==> src/rtl/imem_boot_ctrl_if.sv <==
// Byte-stream link between the host loader and the imemory boot controller.
// The host side drives valid/data; the controller side answers with ready.
interface imem_boot_ctrl_if;
    logic       rx_valid;
    logic [7:0] rx_data;
    logic       rx_ready;

    modport master (output rx_valid, output rx_data, input rx_ready);
    modport slave  (input rx_valid, input rx_data, output rx_ready);
endinterface

==> src/rtl/imem_boot_ctrl.sv <==
// Boot loader for the instruction memory: unpacks a counted little-endian byte stream into
// consecutive imemory words, stalls the CPU while loading, then hands the read port to fetch.
module imem_boot_ctrl #(
    parameter int WIDTH  = 32,
    parameter int DEPTH  = 1024,
    parameter int ADDR_W = 10
) (
    input  logic              clk,
    input  logic              rst_n,
    imem_boot_ctrl_if.slave   link,
    input  logic              reload,
    input  logic [WIDTH-1:0]  cpu_pc,
    output logic [WIDTH-1:0]  cpu_instr,
    output logic              cpu_stall,
    output logic              cpu_misalign,
    output logic              mem_we,
    output logic [ADDR_W-1:0] mem_waddr,
    output logic [WIDTH-1:0]  mem_wdata,
    output logic [ADDR_W-1:0] mem_raddr,
    input  logic [WIDTH-1:0]  mem_rdata,
    output logic              load_done,
    output logic              load_err,
    output logic [ADDR_W:0]   words_loaded
);

    typedef enum logic [2:0] {
        S_LEN0,
        S_LEN1,
        S_DATA,
        S_DRAIN,
        S_RUN
    } state_t;

    // Counts are compared in 17 bits so a 16-bit header can never alias DEPTH.
    localparam logic [16:0] DEPTH_L = 17'(DEPTH);

    state_t      state;
    state_t      state_next;
    logic        ready;
    logic        accept;
    logic        last_word;
    logic        in_range;
    logic [15:0] n_words;
    logic [15:0] word_cnt;
    logic [1:0]  byte_cnt;
    logic [23:0] pack;
    logic        unused_pc_bits;

    assign ready     = (state == S_LEN0) || (state == S_LEN1) || (state == S_DATA);
    assign accept    = link.rx_valid && ready;
    assign last_word = ({1'b0, word_cnt} + 17'd1) == {1'b0, n_words};
    assign in_range  = {1'b0, word_cnt} < DEPTH_L;

    assign link.rx_ready = ready;
    assign cpu_stall     = (state != S_RUN);
    assign load_done     = (state == S_RUN);
    assign cpu_misalign  = (state == S_RUN) && (cpu_pc[1:0] != 2'b00);
    assign cpu_instr     = (state == S_RUN) ? mem_rdata : '0;
    assign mem_raddr     = cpu_pc[ADDR_W+1:2];

    // Fetch addresses above the imemory window are deliberately ignored.
    assign unused_pc_bits = ^cpu_pc[WIDTH-1:ADDR_W+2];

    // NOTE: sequential state uses non-blocking assignments so every register samples
    // pre-edge values; blocking here would create order-dependent simulation races.
    always_ff @(posedge clk or negedge rst_n) begin
        if (!rst_n) begin
            state <= S_LEN0;
        end else begin
            state <= state_next;
        end
    end

    // NOTE: state_next gets a default before the case so no path leaves it unassigned,
    // which would otherwise infer a latch.
    always_comb begin
        state_next = state;
        unique case (state)
            S_LEN0: begin
                if (accept) state_next = S_LEN1;
            end
            S_LEN1: begin
                if (accept) begin
                    state_next = ({link.rx_data, n_words[7:0]} == 16'd0) ? S_RUN : S_DATA;
                end
            end
            S_DATA: begin
                if (accept && (byte_cnt == 2'd3) && last_word) state_next = S_DRAIN;
            end
            S_DRAIN: begin
                state_next = S_RUN;
            end
            S_RUN: begin
                if (reload) state_next = S_LEN0;
            end
            default: begin
                state_next = S_LEN0;
            end
        endcase
    end

    always_ff @(posedge clk or negedge rst_n) begin
        if (!rst_n) begin
            n_words      <= '0;
            word_cnt     <= '0;
            byte_cnt     <= '0;
            pack         <= '0;
            mem_we       <= 1'b0;
            mem_waddr    <= '0;
            mem_wdata    <= '0;
            words_loaded <= '0;
            load_err     <= 1'b0;
        end else begin
            mem_we <= 1'b0;
            if (mem_we) words_loaded <= words_loaded + (ADDR_W+1)'(1);

            unique case (state)
                S_LEN0: begin
                    byte_cnt <= '0;
                    word_cnt <= '0;
                    if (accept) n_words[7:0] <= link.rx_data;
                end
                S_LEN1: begin
                    if (accept) begin
                        n_words[15:8] <= link.rx_data;
                        load_err      <= {1'b0, link.rx_data, n_words[7:0]} > DEPTH_L;
                    end
                end
                S_DATA: begin
                    if (accept) begin
                        byte_cnt <= byte_cnt + 2'd1;
                        if (byte_cnt == 2'd3) begin
                            // Words past the end of imemory are consumed but never written.
                            if (in_range) begin
                                mem_we    <= 1'b1;
                                mem_waddr <= word_cnt[ADDR_W-1:0];
                                mem_wdata <= {link.rx_data, pack};
                            end
                            word_cnt <= word_cnt + 16'd1;
                        end else begin
                            pack <= {link.rx_data, pack[23:8]};
                        end
                    end
                end
                S_DRAIN: begin
                end
                S_RUN: begin
                    if (reload) begin
                        words_loaded <= '0;
                        load_err     <= 1'b0;
                        byte_cnt     <= '0;
                        word_cnt     <= '0;
                    end
                end
                default: begin
                end
            endcase
        end
    end

endmodule
==> src/flat_wrapper.sv <==
// flat-port wrapper written by rule: the top's interface ports become plain ports
module imem_boot_ctrl_flat 
#(
    parameter int WIDTH  = 32,
    parameter int DEPTH  = 1024,
    parameter int ADDR_W = 10
)
  (clk, rst_n, reload, cpu_pc, cpu_instr, cpu_stall, cpu_misalign, mem_we, mem_waddr, mem_wdata, mem_raddr, mem_rdata, load_done, load_err, words_loaded, link_rx_valid, link_rx_data, link_rx_ready);
  imem_boot_ctrl_if link_i ();
  input  logic clk;
  input  logic rst_n;
  input  logic reload;
  input  logic [WIDTH-1:0] cpu_pc;
  output logic [WIDTH-1:0] cpu_instr;
  output logic cpu_stall;
  output logic cpu_misalign;
  output logic mem_we;
  output logic [ADDR_W-1:0] mem_waddr;
  output logic [WIDTH-1:0] mem_wdata;
  output logic [ADDR_W-1:0] mem_raddr;
  input  logic [WIDTH-1:0] mem_rdata;
  output logic load_done;
  output logic load_err;
  output logic [ADDR_W:0] words_loaded;
  input wire logic [$bits(link_i.rx_valid)-1:0] link_rx_valid;
  input wire logic [$bits(link_i.rx_data)-1:0] link_rx_data;
  output wire logic [$bits(link_i.rx_ready)-1:0] link_rx_ready;
  assign link_i.rx_valid = link_rx_valid;
  assign link_i.rx_data = link_rx_data;
  assign link_rx_ready = link_i.rx_ready;
  imem_boot_ctrl #(.WIDTH(WIDTH), .DEPTH(DEPTH), .ADDR_W(ADDR_W)) u_core (.clk(clk), .rst_n(rst_n), .link(link_i), .reload(reload), .cpu_pc(cpu_pc), .cpu_instr(cpu_instr), .cpu_stall(cpu_stall), .cpu_misalign(cpu_misalign), .mem_we(mem_we), .mem_waddr(mem_waddr), .mem_wdata(mem_wdata), .mem_raddr(mem_raddr), .mem_rdata(mem_rdata), .load_done(load_done), .load_err(load_err), .words_loaded(words_loaded));
endmodule
==> config.mk <==
export PLATFORM = sky130hd
export DESIGN_NAME = imem_boot_ctrl_flat
export DESIGN_NICKNAME = d
export VERILOG_FILES = /design/src/rtl/imem_boot_ctrl_if.sv /design/src/rtl/imem_boot_ctrl.sv /design/src/flat_wrapper.sv
export SDC_FILE = /design/constraint.sdc
export NUM_CORES = 1
export LEC_CHECK = 0
export CORE_MARGIN = 2
export CORE_UTILIZATION = 51
export CTS_CLUSTER_SIZE = 25
export DETAILED_ROUTE_END_ITERATION = 10
export PLACE_DENSITY_LB_ADDON = 0.2
export SETUP_SLACK_MARGIN = 0.02
export SKIP_CTS_REPAIR_TIMING = 1
export SLEW_MARGIN = 40
export SYNTH_ARGS = -nofsm -noshare
export SYNTH_HDL_FRONTEND = slang
export SYNTH_SLANG_ARGS = --single-unit
==> constraint.sdc <==
create_clock -name clk -period 3.83 [get_ports clk]
set_input_delay 0.5745 -clock clk [delete_from_list [all_inputs] [get_ports clk]]
set_output_delay 0.5745 -clock clk [all_outputs]
set_load 0.01 [all_outputs]
Yosys cells after proc, flatten, opt, wreduce, memory -nomap -nowiden

Index checks and enable logic that the tools add are counted.

Add/subtract/negate cells: 4
$mul: 0
Divide/modulo/power cells: 0
Magnitude comparators: 2
Equal/unequal tests: 13
Shift operators: 0
Mux-type cells: 24
Bitwise logic cells: 1
Reduce and logical (&&, ||, !) cells: 19

Operator list:

| cell                                                             | number |
|---|---|
| 2-to-1 mux 16 bit                                                | 3 |
| case mux 16 bit (3 select lines)                                 | 1 |
| 2-to-1 mux 11 bit                                                | 3 |
| 2-to-1 mux 32 bit                                                | 1 |
| adder 16 x 1 -> 17 bit (second input constant)                   | 1 |
| equality test 17 x 16 -> 1 bit                                   | 1 |
| adder 16 x 1 -> 16 bit (second input constant)                   | 1 |
| greater-than comparator 16 x 11 -> 1 bit (second input constant) | 1 |
| logical NOT 16 bit                                               | 1 |
| < comparator 16 x 11 -> 1 bit (second input constant)            | 1 |
| 2-to-1 mux 3 bit                                                 | 5 |
| case mux 3 bit (5 select lines)                                  | 1 |
| AND reduction 4 bit                                              | 3 |
| adder 11 x 1 -> 11 bit (second input constant)                   | 1 |
| AND reduction 3 bit                                              | 3 |
| equality test 3 x 2 -> 1 bit (second input constant)             | 2 |
| 2-to-1 mux 1 bit                                                 | 6 |
| inequality test 2 x 1 -> 1 bit (second input constant)           | 3 |
| inequality test 2 bit (second input constant)                    | 3 |
| case mux 2 bit (3 select lines)                                  | 1 |
| logical AND 1 bit                                                | 4 |
| 2-to-1 mux 2 bit                                                 | 2 |
| AND reduction 2 bit                                              | 2 |
| nonzero test 2 bit                                               | 2 |
| other kinds (10)                                                 | 11 |

Bits in registers: 116
Bits in latches: 0
Memory bits (writable): 0
Memory bits (read-only): 0
Word-level logic and storage cells: 74
Memories kept: 0

Longest topological paths before layout

Depth in word-level cells: 8
Depth in mapped cells: 8
Gate-level depth less buffers: 7

Worst setup path before layout

Ideal clock, no wire load.

Kind: reg2reg
Start: register u_core.state[0]
End: register u_core.pack[16]
Library setup time: 0.125 ns
Data arrival time: 1.739 ns
Required time: 3.705 ns
Slack: 1.967 ns
Stages on the path, launching flop included: 7
Buffers on the path: 2
Period minus slack after synthesis: 1.863 ns
Path through: dfrtp_1 -> buf_2 -> nor3b_2 -> nand2_1 -> nor2_2 -> buf_2 -> mux2_2

Cells in the longest elaborated chain, start to end: 5
Elaborated cells on any way between the ends: 7
Those cells by class: eq/ne (2); reduce/logical (5)

RTL lines:

| what                                                              | RTL line              | RTL |
|---|---|---|
| start, declared                                                   | imem_boot_ctrl.sv:37  | `state_t state;` |
| start signal, assigned                                            | imem_boot_ctrl.sv:70  | `state <= state_next;` |
| equality test 3 x 1 -> 1 bit or logical NOT 3 bit (tied branches) | imem_boot_ctrl.sv:49  | `assign ready = (state == S_LEN0) \|\| (state == S_LEN1) \|\| (state == S_DATA);` |
| logical OR 1 bit (2 in series)                                    | imem_boot_ctrl.sv:49  |  |
| logical AND 1 bit                                                 | imem_boot_ctrl.sv:50  | `assign accept = link.rx_valid && ready;` |
| AND reduction 3 bit (no line) (*)                                 | --                    |  |
| end signal, assigned                                              | imem_boot_ctrl.sv:141 | `pack <= {link.rx_data, pack[23:8]};` |
| end, declared                                                     | imem_boot_ctrl.sv:46  | `logic [23:0] pack;` |

Mark *: on every way between the ends. The rest lies on a longest branch, timed or not.
A chain may end at the register's enable or synchronous reset.

Worst setup path in the final report

Start: register u_core.state[1]
End: output cpu_misalign

Cells in the longest elaborated chain, start to end: 2

RTL lines:

| what                | RTL line             | RTL |
|---|---|---|
| equality test 3 bit | imem_boot_ctrl.sv:57 | `assign cpu_misalign = (state == S_RUN) && (cpu_pc[1:0] != 2'b00);` |
| logical AND 1 bit   | imem_boot_ctrl.sv:57 |  |
| end, declared       | flat_wrapper.sv:16   | `output logic cpu_misalign;` |

No other way between the ends.

==> summary.txt <==
Status
  • Status: finished, final reports clean

STA
  • Setup TNS: 0 ns
  • Unrepaired setup endpoints after global routing: false
  • Slew Limit Fails: 0
  • Tcrit/Tclk final: roughly 73%
  • Worst slew pin tran: between 0.7 and 0.8 ns
  • Slew headroom: between 50% and 60%
  • Final hold slack: approximately 0.18 ns
  • Final Setup Violations: 0
  • Clock Skews: slightly below 0.006 ns
  • Fmax: 0.359 GHz
  • Fin. Hold Viols: 0
  • Period minus WS final: 2.79 ns

Global route
  • Grt ovf: 0
  • Wire length of the first global-routing pass: 24.9 mm
  • Overall routing resource usage: 25.6%
  • Vias in the first global route: approximately 4,700
  • Initial antenna violation count: 0
  • Pin count of the biggest net entering global routing: 117

Detailed routing
  • Total Wirelength: between 15 and 20 mm
  • DR vias/cell: 5.51
  • Drt wl/cell: 17.4 µm
  • DRC viols: 0
  • Drt pass-1 iters: 5
  • Final ANT Viol Nets: 0
  • 1st-iter DRT viols: approximately 360
  • Via count: ~4,800

Logic synthesis
  • Post-synth top area share: 50.2%
  • Post-synthesis cell type count: 58
  • Main flop type after synthesis: dfrtp_1
  • Mapped Area: 5780 µm²
  • Cell count after synthesis: 601
  • FFs w/ async S/R, synth: 100%
  • EDFF count, synth: 0
  • Post-Syn Area per Cell: around 9.6 µm²
  • Syn nets: 680
  • Register area share after synthesis: 50.2%
  • Synth area leader: dfrtp_1
  • Synth warnings: 0
  • Synth top area cells: dfrtp_1 50%, nand2_1 9.8%, mux2_2 7.4%, and3_1 4.0%, o21ai_0 3.0%
  • #FFs+latches synth: 116

Clock network
  • H-tree depth: 4
  • Max clock buf depth: 2
  • CTS tree: yes
  • CTS clk-pin slew, worst paths: 0.06 ns
  • Clock Sinks: between 100 and 150
  • Worst skew pair latency: roughly 0.42 ns
  • CTS Buf Count: 17
  • Cell chosen for the clock root: clkbuf_16

Power
  • Max IR drop VDD: 449 µV
  • Pleak: about 3.5 nW
  • Total Power: ~4.9 mW
  • P per Cell Area: 639 nW/µm²

Critical path
  • Crit path buf inv count: 2
  • Slowest stage cell, crit path: clkdlybuf4s50_1
  • Cell breakdown of the critical path: nor2_1 > buf_4 > nand2_1 > nor2_1 > clkdlybuf4s50_1
  • Critical Path AT: 2.21 ns
  • RR Startpoint: u_core.state[1]$_DFFE_PN0P_
  • Critical path class: flip-flop to primary output
  • CP dominant cell by count: nor2_1
  • Required @ worst endpoint: about 3.3 ns
  • Crit path capture type: primary output
  • Delay of the slowest critical-path stage: ~0.55 ns
  • Worst Setup Start Kind: flip-flop
  • Reg2reg setup slack: 1.45 ns
  • CP Max Fanout: 33
  • CP Launch Point: u_core.state[1]$_DFFE_PN0P_
  • CP delay by family, top: buffers and inverters

Placement
  • Port bufs: 136
  • Cell Count Post-Placement: ~840
  • DP HPWL: 10.3 mm
  • GP Congestion: 0.914

Finish
  • Filler cells: 823
  • Area grow syn2layout: 32.7%
  • Share of layout cells above drive strength 1: 12.2%
  • Final non-filler cell total: a little under 900
  • Number of diodes: 0
  • Final Net Count: around 800

Floorplan
  • Die H: 110 µm
  • Initial core utilization: 52.9%
  • Total core area: between 10,000 and 15,000 µm²
  • # IOs: 177
  • Row count: 38
  • Die Area: ~12,000 µm²
  • Die width: 110 µm

Run
  • Max cap viols: 0

Hold path
  • Hold Path Class: primary input to asynchronous set/reset pin
-- cells in the final DEF, fill, tap and decap left out, types with 2 or more instances in the layout --
| cell type | n |
|---|---|
| bufinv_16 | 2 |
| clkinvlp_4 | 3 |
| ha_1 | 3 |
| nor3b_1 | 3 |
| inv_6 | 5 |
| clkinv_2 | 2 |
| o21ai_0 | 34 |
| nor2_1 | 33 |
| nor4_1 | 3 |
| buf_4 | 5 |
| and2_1 | 3 |
| clkbuf_16 | 17 |
| nor2b_1 | 5 |
| o31ai_1 | 9 |
| inv_8 | 2 |
| dfrtp_1 | 116 |
| a31oi_1 | 4 |
| nand2_1 | 151 |
| xor2_1 | 13 |
| nor3_4 | 2 |
| mux2_2 | 38 |
| and3_1 | 37 |
| or3_1 | 2 |
| a21oi_1 | 15 |
| nor2_2 | 2 |
| xnor2_1 | 14 |
| and4_1 | 2 |
| clkdlybuf4s50_1 | 135 |
| nand3_1 | 13 |
| o41ai_1 | 2 |
| nand2b_1 | 4 |
| inv_1 | 6 |
| nor3_1 | 6 |
| clkinv_4 | 2 |
| nand4_1 | 8 |
-- state kept, by name (all words and copies together), names as in the netlist --
register and cells:
u_core.load_err 1, u_core.n_words 16, u_core.state 3, u_core.byte_cnt 2
u_core.word_cnt 16, u_core.words_loaded 11, u_core.mem_waddr 10, u_core.pack 24
u_core.mem_we 1, u_core.mem_wdata 32
-- per-stage QoR --
stage | util, % | area (µm²) | setup slack (ns)
after global placement | 64.7 | 7070 | 0.810
after global routing | 70.2 | 7680 | 0.928
after CTS | 70.2 | 7680 | 1.02
after detailed placement | 64.7 | 7080 | 1.15
after floorplan | - | 5780 | 1.97
final | 70.2 | 7680 | 1.04
-- cells by family (layout without fill, tap and decap cells) --
logic type,Yosys count,count (layout),synth area share (%)
AND/OR/NAND/NOR,282,282,23.3
flip-flops,116,116,50.2
AO/OA/AOI/OAI,81,81,8.72
buffers and inverters,53,180,5.52
multiplexers,39,39,7.57
XOR/XNOR,27,27,4.09
adder cells (fa/ha/maj),3,3,0.649
-- report_power, final --
| group | switching [mW] | leakage [nW] | internal [mW] | total (mW) |
|---|---|---|---|---|
| Combinational | 0.686 | 1.72 | 0.753 | 1.44 |
| Clock | 0.620 | 0.285 | 0.975 | 1.59 |
| Sequential | 0.309 | 1.53 | 1.56 | 1.87 |
| Total | 1.62 | 3.54 | 3.29 | 4.90 |
-- area by class of cell --
| type | count | area (µm²) | area share [%] |
|---|---|---|---|
| sequential | 116 | 2900 | 37.8 |
| multi-input combinational | 432 | 2560 | 33.4 |
| timing repair buffer | 141 | 1410 | 18.4 |
| clock buffer | 17 | 425 | 5.54 |
| tap | 140 | 175 | 2.28 |
| clock inverter | 15 | 171 | 2.23 |
| inverter | 7 | 27.5 | 0.359 |
-- synth_stat cells, types with 9 or more instances --
master,instances
a21oi_1,15
and3_1,37
buf_4,12
clkbuf_1,17
dfrtp_1,116
mux2_2,38
nand2_1,151
nand3_1,13
nor2_1,33
o21ai_0,35
o31ai_1,9
xnor2_1,14
xor2_1,13
-- metal layers --
| layer | track usage [%] | share of wire (%) | vias to the layer above |
|---|---|---|---|
| li1 | - | - | 2281 |
| met1 | 33.3 | 44 | 2322 |
| met2 | 41.8 | 49 | 160 |
| met3 | 7.08 | 5.9 | 18 |
| met4 | 8.08 | 1.2 | 0 |
| met5 | 0 | 0 | - |
-- final timing paths --
path,endpoint,cells past startpoint
setup / recovery,cpu_misalign,5
hold / removal,u_core.word_cnt[11]$_DFFE_PN0P_,2
setup reg to reg,u_core.mem_wdata[13]$_DFFE_PN0P_,6
hold reg to reg,u_core.mem_wdata[5]$_DFFE_PN0P_,2
max in group asynchronous,u_core.word_cnt[9]$_DFFE_PN0P_,2
min in group clk,u_core.mem_wdata[5]$_DFFE_PN0P_,2
No activity file was read; power rests on OpenSTA's default activity.
